--- config.mk ---
export PLATFORM = sky130hd
export DESIGN_NAME = gray_codec_unit_flat
export DESIGN_NICKNAME = d
export VERILOG_FILES = /design/src/rtl/gray_codec_unit_if.sv /design/src/rtl/gray_codec_unit.sv /design/src/flat_wrapper.sv
export SDC_FILE = /design/constraint.sdc
export NUM_CORES = 1
export LEC_CHECK = 0
export CORE_UTILIZATION = 46
export DETAILED_ROUTE_END_ITERATION = 8
export PLACE_DENSITY_LB_ADDON = 0.3
export SLEW_MARGIN = 20
export SYNTH_ARGS = -nofsm -noshare
export SYNTH_HDL_FRONTEND = slang
export SYNTH_SLANG_ARGS = --single-unit
--- constraint.sdc ---
create_clock -name clk -period 2.3 [get_ports clk]
set_input_delay 0.23 -clock clk [delete_from_list [all_inputs] [get_ports clk]]
set_output_delay 0.23 -clock clk [all_outputs]
set_load 0.02 [all_outputs]
--- src/rtl/gray_codec_unit_if.sv ---
// gray_codec_unit_if
//   Stream bundle for gray_codec_unit: an operation channel
//   (in_valid/in_ready with mode, direction and operand) and a result channel
//   (out_valid/out_ready with data and wrap flag), plus the registered Gray
//   view of the internal counter.
//   master : drives operations and the result ready (upstream/downstream side)
//   slave  : the codec itself
interface gray_codec_unit_if #(
  parameter int WIDTH = 4
);
  logic             in_valid;
  logic             in_ready;
  logic [1:0]       in_mode;
  logic             in_dir;
  logic [WIDTH-1:0] in_data;
  logic             out_valid;
  logic             out_ready;
  logic [WIDTH-1:0] out_data;
  logic             out_wrap;
  logic [WIDTH-1:0] cnt_gray;

  modport master (
    output in_valid, in_mode, in_dir, in_data, out_ready,
    input  in_ready, out_valid, out_data, out_wrap, cnt_gray
  );

  modport slave (
    input  in_valid, in_mode, in_dir, in_data, out_ready,
    output in_ready, out_valid, out_data, out_wrap, cnt_gray
  );
endinterface

--- src/rtl/gray_codec_unit.sv ---
// gray_codec_unit
//   Registered binary/Gray engine behind a valid/ready stream. Each accepted
//   operation produces one result one cycle later:
//     mode 0 B2G  : Gray(in_data)
//     mode 1 G2B  : binary(in_data), prefix XOR from the MSB down
//     mode 2 LOAD : counter <= in_data, result Gray(in_data)
//     mode 3 STEP : counter <= counter +/- 1 (in_dir), result Gray(counter),
//                   out_wrap flags the modulo roll-over
//   Ports
//     clk   : single clock, rising edge
//     rst_n : asynchronous active-low reset
//     bus   : gray_codec_unit_if.slave (operation, result and cnt_gray)
module gray_codec_unit #(
  parameter int WIDTH = 4
) (
  input logic              clk,
  input logic              rst_n,
  gray_codec_unit_if.slave bus
);

  typedef enum logic [1:0] {
    MODE_B2G  = 2'd0,
    MODE_G2B  = 2'd1,
    MODE_LOAD = 2'd2,
    MODE_STEP = 2'd3
  } modeT;

  localparam logic [WIDTH-1:0] ONE = {{(WIDTH-1){1'b0}}, 1'b1};

  function automatic logic [WIDTH-1:0] toGray(input logic [WIDTH-1:0] v);
    return v ^ (v >> 1);
  endfunction

  logic             outValidReg, outValidNext;
  logic [WIDTH-1:0] outDataReg, outDataNext;
  logic             outWrapReg, outWrapNext;
  logic [WIDTH-1:0] counterReg, counterNext;
  logic [WIDTH-1:0] cntGrayReg, cntGrayNext;

  logic             inReady;
  logic             accept;
  logic [WIDTH-1:0] b2gData;
  logic [WIDTH-1:0] g2bData;

  // A slot opens whenever the held result is empty or leaves this edge.
  assign inReady = !outValidReg || bus.out_ready;
  assign accept  = bus.in_valid && inReady;

  // Per-bit converters on the operand. G2B bit i is the XOR of every operand
  // bit from the MSB down to i, written as a reduction so no bit depends on
  // another bit of the same vector.
  genvar gi;
  generate
    for (gi = 0; gi < WIDTH; gi++) begin : gConv
      if (gi == WIDTH - 1) begin : gMsb
        assign b2gData[gi] = bus.in_data[gi];
        assign g2bData[gi] = bus.in_data[gi];
      end else begin : gLow
        assign b2gData[gi] = bus.in_data[gi+1] ^ bus.in_data[gi];
        assign g2bData[gi] = ^bus.in_data[WIDTH-1:gi];
      end
    end
  endgenerate

  always_comb begin
    outValidNext = outValidReg;
    outDataNext  = outDataReg;
    outWrapNext  = outWrapReg;
    counterNext  = counterReg;
    cntGrayNext  = cntGrayReg;

    if (accept) begin
      outValidNext = 1'b1;
      outWrapNext  = 1'b0;
      case (modeT'(bus.in_mode))
        MODE_B2G: begin
          outDataNext = b2gData;
        end
        MODE_G2B: begin
          outDataNext = g2bData;
        end
        MODE_LOAD: begin
          counterNext = bus.in_data;
          outDataNext = b2gData;
          cntGrayNext = b2gData;
        end
        MODE_STEP: begin
          if (!bus.in_dir) begin
            counterNext = counterReg + ONE;
            outWrapNext = (counterReg == '1);
          end else begin
            counterNext = counterReg - ONE;
            outWrapNext = (counterReg == '0);
          end
          outDataNext = toGray(counterNext);
          cntGrayNext = toGray(counterNext);
        end
      endcase
    end else if (bus.out_ready) begin
      // Result consumed with nothing new behind it; data/wrap keep their
      // last values.
      outValidNext = 1'b0;
    end
  end

  always_ff @(posedge clk or negedge rst_n) begin
    if (!rst_n) begin
      outValidReg <= 1'b0;
      outDataReg  <= '0;
      outWrapReg  <= 1'b0;
      counterReg  <= '0;
      cntGrayReg  <= '0;
    end else begin
      outValidReg <= outValidNext;
      outDataReg  <= outDataNext;
      outWrapReg  <= outWrapNext;
      counterReg  <= counterNext;
      cntGrayReg  <= cntGrayNext;
    end
  end

  assign bus.in_ready  = inReady;
  assign bus.out_valid = outValidReg;
  assign bus.out_data  = outDataReg;
  assign bus.out_wrap  = outWrapReg;
  assign bus.cnt_gray  = cntGrayReg;

endmodule

--- src/flat_wrapper.sv ---
// flat-port wrapper written by rule: the top's interface ports become plain ports
module gray_codec_unit_flat 
#(
  parameter int WIDTH = 4
)
  (clk, rst_n, bus_in_valid, bus_in_mode, bus_in_dir, bus_in_data, bus_out_ready, bus_in_ready, bus_out_valid, bus_out_data, bus_out_wrap, bus_cnt_gray);
  gray_codec_unit_if #(.WIDTH(WIDTH)) bus_i ();
  input logic clk;
  input logic rst_n;
  input wire logic [$bits(bus_i.in_valid)-1:0] bus_in_valid;
  input wire logic [$bits(bus_i.in_mode)-1:0] bus_in_mode;
  input wire logic [$bits(bus_i.in_dir)-1:0] bus_in_dir;
  input wire logic [$bits(bus_i.in_data)-1:0] bus_in_data;
  input wire logic [$bits(bus_i.out_ready)-1:0] bus_out_ready;
  output wire logic [$bits(bus_i.in_ready)-1:0] bus_in_ready;
  output wire logic [$bits(bus_i.out_valid)-1:0] bus_out_valid;
  output wire logic [$bits(bus_i.out_data)-1:0] bus_out_data;
  output wire logic [$bits(bus_i.out_wrap)-1:0] bus_out_wrap;
  output wire logic [$bits(bus_i.cnt_gray)-1:0] bus_cnt_gray;
  assign bus_i.in_valid = bus_in_valid;
  assign bus_i.in_mode = bus_in_mode;
  assign bus_i.in_dir = bus_in_dir;
  assign bus_i.in_data = bus_in_data;
  assign bus_i.out_ready = bus_out_ready;
  assign bus_in_ready = bus_i.in_ready;
  assign bus_out_valid = bus_i.out_valid;
  assign bus_out_data = bus_i.out_data;
  assign bus_out_wrap = bus_i.out_wrap;
  assign bus_cnt_gray = bus_i.cnt_gray;
  gray_codec_unit #(.WIDTH(WIDTH)) u_core (.clk(clk), .rst_n(rst_n), .bus(bus_i));
endmodule
======== After elaboration in Yosys (flattened, before gate mapping) ========
Index checks and enable logic that the tools add are counted.
cells by class
  $add $sub $neg .......................... 2
  eq/ne operators ......................... 4
  multiplexer cells ....................... 10
  bitwise gates (word level) .............. 4
  reductions and logical operators ........ 12
operators by type and width
  operator               count
  $pmux W4 S2            2
  $mux W4                3
  $pmux W4 S3            1
  $add A4 B1 Y4 const B  1
  $eq A2 B2 Y1 const B   2
  $eq A4 B4 Y1 const B   1
  $logic_not A4 Y1       1
  $mux W1                4
  $reduce_bool A2 Y1     2
  $reduce_xor A4 Y1      1
  $sub A4 B1 Y4 const B  1
  $xor A4 B3 Y4          1
  $reduce_xor A3 Y1      1
  $xor A1 B1 Y1          3
  $eq A2 B1 Y1 const B   1
  $logic_not A2 Y1       1
  $reduce_and A2 Y1      1
  $reduce_or A2 Y1       1
  $reduce_xor A2 Y1      1
  $logic_and A1 B1 Y1    1
  $logic_not A1 Y1       1
  $logic_or A1 B1 Y1     1
storage, ports and cells
  flip-flop bits (word level) ............. 14
  bits of input ports ..................... 11

======== Depth between registers and ports, before layout ========
  depth in word-level cells ............... 6
  depth in mapped cells ................... 6
  gate-level depth less buffers ........... 6

======== Worst setup path after synthesis ========
No wires, ideal clock.
  kind .................................... flip-flop to flip-flop
  from .................................... register u_core.counterReg[0]
  to ...................................... register u_core.outDataReg[2] (netlist: u_core.bus.out_data[2])
  setup time .............................. 0.095 ns
  data arrival time ....................... 1.647 ns
  required time ........................... 2.205 ns
  setup slack ............................. 0.558 ns
  stages on the path, launching flop included .. 7
  period minus slack after synthesis ...... 1.742 ns
  cell sequence ........................... dfrtp_1 -> fa_1 -> xnor2_2 -> xnor2_1 -> xnor2_1 -> nor2_1 -> o31ai_1
between the ends
  cells in the longest elaborated chain, start to end .. 6
  elaborated cells between the ends (all ways) .. 7
  classes of those cells .................. 2 x add/sub; 4 x mux; 1 x bitwise
RTL lines
  element                                         RTL line                                      source
  start: declaration                              gray_codec_unit.sv:37                         logic [WIDTH-1:0] counterReg, counterNext;
  start signal: assignment                        gray_codec_unit.sv:117                        counterReg <= counterNext;
  $add A4 B1 Y4 or $sub A4 B1 Y4 (tied branches)  gray_codec_unit.sv:89, gray_codec_unit.sv:92
  $mux W4 *                                       gray_codec_unit.sv:88                         if (!bus.in_dir) begin
  $mux W4 *                                       gray_codec_unit.sv:75                         case (modeT'(bus.in_mode))
  $mux W4 *                                       gray_codec_unit.sv:72                         if (accept) begin
  $xor A4 B3 Y4 *                                 gray_codec_unit.sv:31                         return v ^ (v >> 1);
  $pmux W4 S3 *                                   gray_codec_unit.sv:75
  end signal: assignment                          gray_codec_unit.sv:115                        outDataReg <= outDataNext;
  end: declaration                                gray_codec_unit.sv:35                         logic [WIDTH-1:0] outDataReg, outDataNext;
Mark *: on every way between the ends. The rest lies on a longest branch, timed or not. The select of a mux whose other input is x is not followed.
A chain may end at the register's enable or synchronous reset.

======== Final worst setup path ========
Ends and elaborated chain as after synthesis.

==> flow_summary.json <==
{
  "path_class": "reg2reg",
  "die_area_sq_um": 1951,
  "synth_cell_types": 29,
  "hold_path.class": "in2async",
  "status": "finished clean",
  "vias_per_cell": 5.419,
  "required_ns": 2.47,
  "cp-start-kind": "register",
  "worstSkewPairLatency_ns": 0.27,
  "maxCapViolations": 0,
  "cts_resized": 0,
  "max_clock_freq_ghz": 0.5194,
  "rows": 14,
  "irDropWorstVdd_mv": 0.4483,
  "ioPinCount": 22,
  "yosysTopAreaCell": "dfrtp_1",
  "grt_max_degree": 17,
  "cellPowerDensity_nw_per_um2": 812.4,
  "tritoncts": "yes",
  "yosysMostFrequentCell": "nand2_1",
  "overflow": 0,
  "relSlewSlack_pct": 59.65,
  "synth_flop_cell": "dfrtp_1",
  "syn_area_sq_um": 818.3,
  "ys_top_cells_by_count": "nand2_1 (14), dfrtp_1 (13), nor2_1 (8)",
  "pre_cts_slack_ns": 0.09091,
  "place_congestion": 0.7981,
  "finalSetupViolations": 0,
  "fin_crit_ns": 1.925,
  "dr.pass1.iters": 6,
  "crit_path_frequent_cell": "xnor2_1",
  "ant_nets": 0,
  "nNetsFinal": 123,
  "cp-end-kind": "register",
  "clockBufferDepth": 2,
  "routed_wl_um": 1520,
  "synth_seq_area_share_pct": 39.76,
  "grtUsageTotal_pct": 18.40,
  "post-route-period-util_pct": 83.71,
  "synth_area_leaders": "dfrtp_1 (40%), nand2_1 (6.4%), xnor2_1 (5.4%)",
  "p_int_mw": 0.5434,
  "drt_iter0_markers": 11,
  "cts.clk_slew.worst_paths_ns": 0.08,
  "avgSynthCellArea_sq_um": 9.627,
  "worst_path_largest_cell_delay_ns": 0.48,
  "power_frac_seq_pct": 37.1,
  "switchingPower_mw": 0.3146,
  "finalHoldViolCount": 0,
  "tightest_slew_ns": 0.6033,
  "antenna_cells": 0,
  "die_y_um": 44.18,
  "design.core.area_sq_um": 1577,
  "finClkSkew_ns": 0.001099,
  "antenna_found_initial": 0,
  "synthArstFlopShare_pct": 100.0,
  "p_sw_share_pct": 36.67,
  "cts_hold_buf": 0,
  "placed_area_sq_um": 1030,
  "htree_levels": 1,
  "arrival_ns": 2.10,
  "cts_sinks": 13,
  "synth_top_area_share_pct": 39.76,
  "crit_fanout": 7,
  "synth_edf_count": 0,
  "netlist_instances": 85,
  "slew_violations": 0,
  "cts_made_buffers": 3,
  "grt_pass1_vias": 599,
  "syn2layout_area_growth_pct": 29.05,
  "synth_warnings": 0,
  "die_x_um": 44.18,
  "num_vias": 672,
  "root_buffer": "clkbuf_4",
  "pwr-share-clk_pct": 16.3,
  "hpwl_um": 1191,
  "drcViolationCount": 0,
  "wire_per_inst_um": 12.26,
  "crit_slowest_cell": "dfrtp_1",
  "total_leakage_power_nw": 0.4550,
  "initial_utilization_pct": 51.90,
  "setup-tns-final_ns": 0,
  "cts_setup_buffers": 0,
  "crit_path_cell_trace": "fa_1 > xnor2_2 > xnor2_1 > xnor2_1 > nor2_1 > o31ai_1",
  "synth_nets": 99,
  "io_buffers": 21,
  "layout-drive-gt1-share_pct": 8.333,
  "rsz0062_at_grt": "no",
  "combPwrFrac_pct": 46.6,
  "grt_pass1_wl_um": 2553,
  "ys_seq_elements": 13,
  "setup_ws_ns": 0.3748,
  "fin_area_sq_um": 1056
}
power groups by stage:
stage | combinational, mW | clock [mW] | sequential (mW)
CTS | 0.401 | 0.143 | 0.320
finish | 0.399 | 0.140 | 0.319
global placement | 0.395 | 0 | 0.320
global route | 0.438 | 0.159 | 0.326
floorplan | 0.232 | 0 | 0.357
detailed placement | 0.400 | 0 | 0.324
cell families (layout without fill, tap and decap cells):
| logic type | after synthesis | in the layout | share of synthesized area (%) |
|---|---|---|---|
| simple gates | 33 | 33 | 20.49 |
| compound gates | 20 | 20 | 14.68 |
| flops | 13 | 13 | 39.76 |
| xor+xnor | 10 | 10 | 12.54 |
| fa+ha+maj | 3 | 3 | 5.504 |
| mux | 3 | 3 | 3.823 |
| buf+inv | 3 | 26 | 3.210 |
path summary, 6_finish.rpt:
check,slack [ns],depth (start not counted),from,endpoint
max in group asynchronous,1.58,1,rst_n,u_core.bus.cnt_gray[1]
min in group clk,0.49,2,u_core.bus.out_data[0],u_core.bus.out_data[0]
worst max-delay path,0.37,6,u_core.counterReg[0],u_core.bus.out_data[2]
worst min register to register,0.49,2,u_core.bus.out_data[0],u_core.bus.out_data[0]
worst min-delay path,0.34,1,rst_n,u_core.bus.cnt_gray[3]
worst max register to register,0.37,6,u_core.counterReg[0],u_core.bus.out_data[2]
state kept, by name, summed over array words and instances (netlist names):
name                  flops
u_core.bus.cnt_gray       4
u_core.bus.out_data       4
u_core.counterReg         3
u_core.bus.out_valid      1
u_core.bus.out_wrap       1
critical path: cells and delay by family, from the launching register on:
| family | cells | cell delay (ns) |
|---|---|---|
| xor+xnor | 3 | 0.57 |
| flops | 1 | 0.48 |
| fa+ha+maj | 1 | 0.47 |
| compound gates | 1 | 0.24 |
| simple gates | 1 | 0.07 |
layout make-up:
cell class | count | area (sq um)
well taps | 16 | 20.02
flip-flops and latches | 13 | 325.3
clock buffers | 4 | 26.28
repair buffers | 22 | 217.7
fillers | 146 | 520.5
multi-input cells | 69 | 466.7
through the flow:
step | utilization, % | hold WS, ns | power, mW | std cells
finish | 66.98 | 0.3368 | 0.8579 | 124
global route | 66.98 | 0.3747 | 0.9233 | 124
CTS | 66.98 | 0.3466 | 0.8643 | 124
detailed placement | 65.32 | 0.4697 | 0.7247 | 120
global placement | 65.32 | 0.4644 | 0.7155 | 120
floorplan | - | -0.06559 | 0.5890 | 85
routing by layer:
layer | wire length (um) | GRT usage [%]
met4 | 26 | 9.091
met1 | 734 | 23.39
met3 | 63 | 3.673
met2 | 696 | 29.71
met5 | 0 | 0
layout by cell type (no fill, tap or decap):
master	count
a21o_1	1
a21oi_1	4
a221oi_1	1
and2_1	1
and4b_1	1
buf_4	1
clkbuf_1	1
clkbuf_4	3
clkdlybuf4s50_1	21
dfrtp_1	13
fa_1	1
ha_1	2
mux2_1	1
mux2i_1	2
nand2_1	14
nand2_2	1
nand2b_1	2
nand2b_4	1
nand3_2	1
nor2_1	8
nor3_1	2
nor4_1	1
nor4bb_1	1
o21ai_0	2
o21ai_1	6
o22ai_1	1
o31ai_1	5
xnor2_1	5
xnor2_2	1
xor2_1	3
xor2_2	1
(Power assumes the default switching activity.)
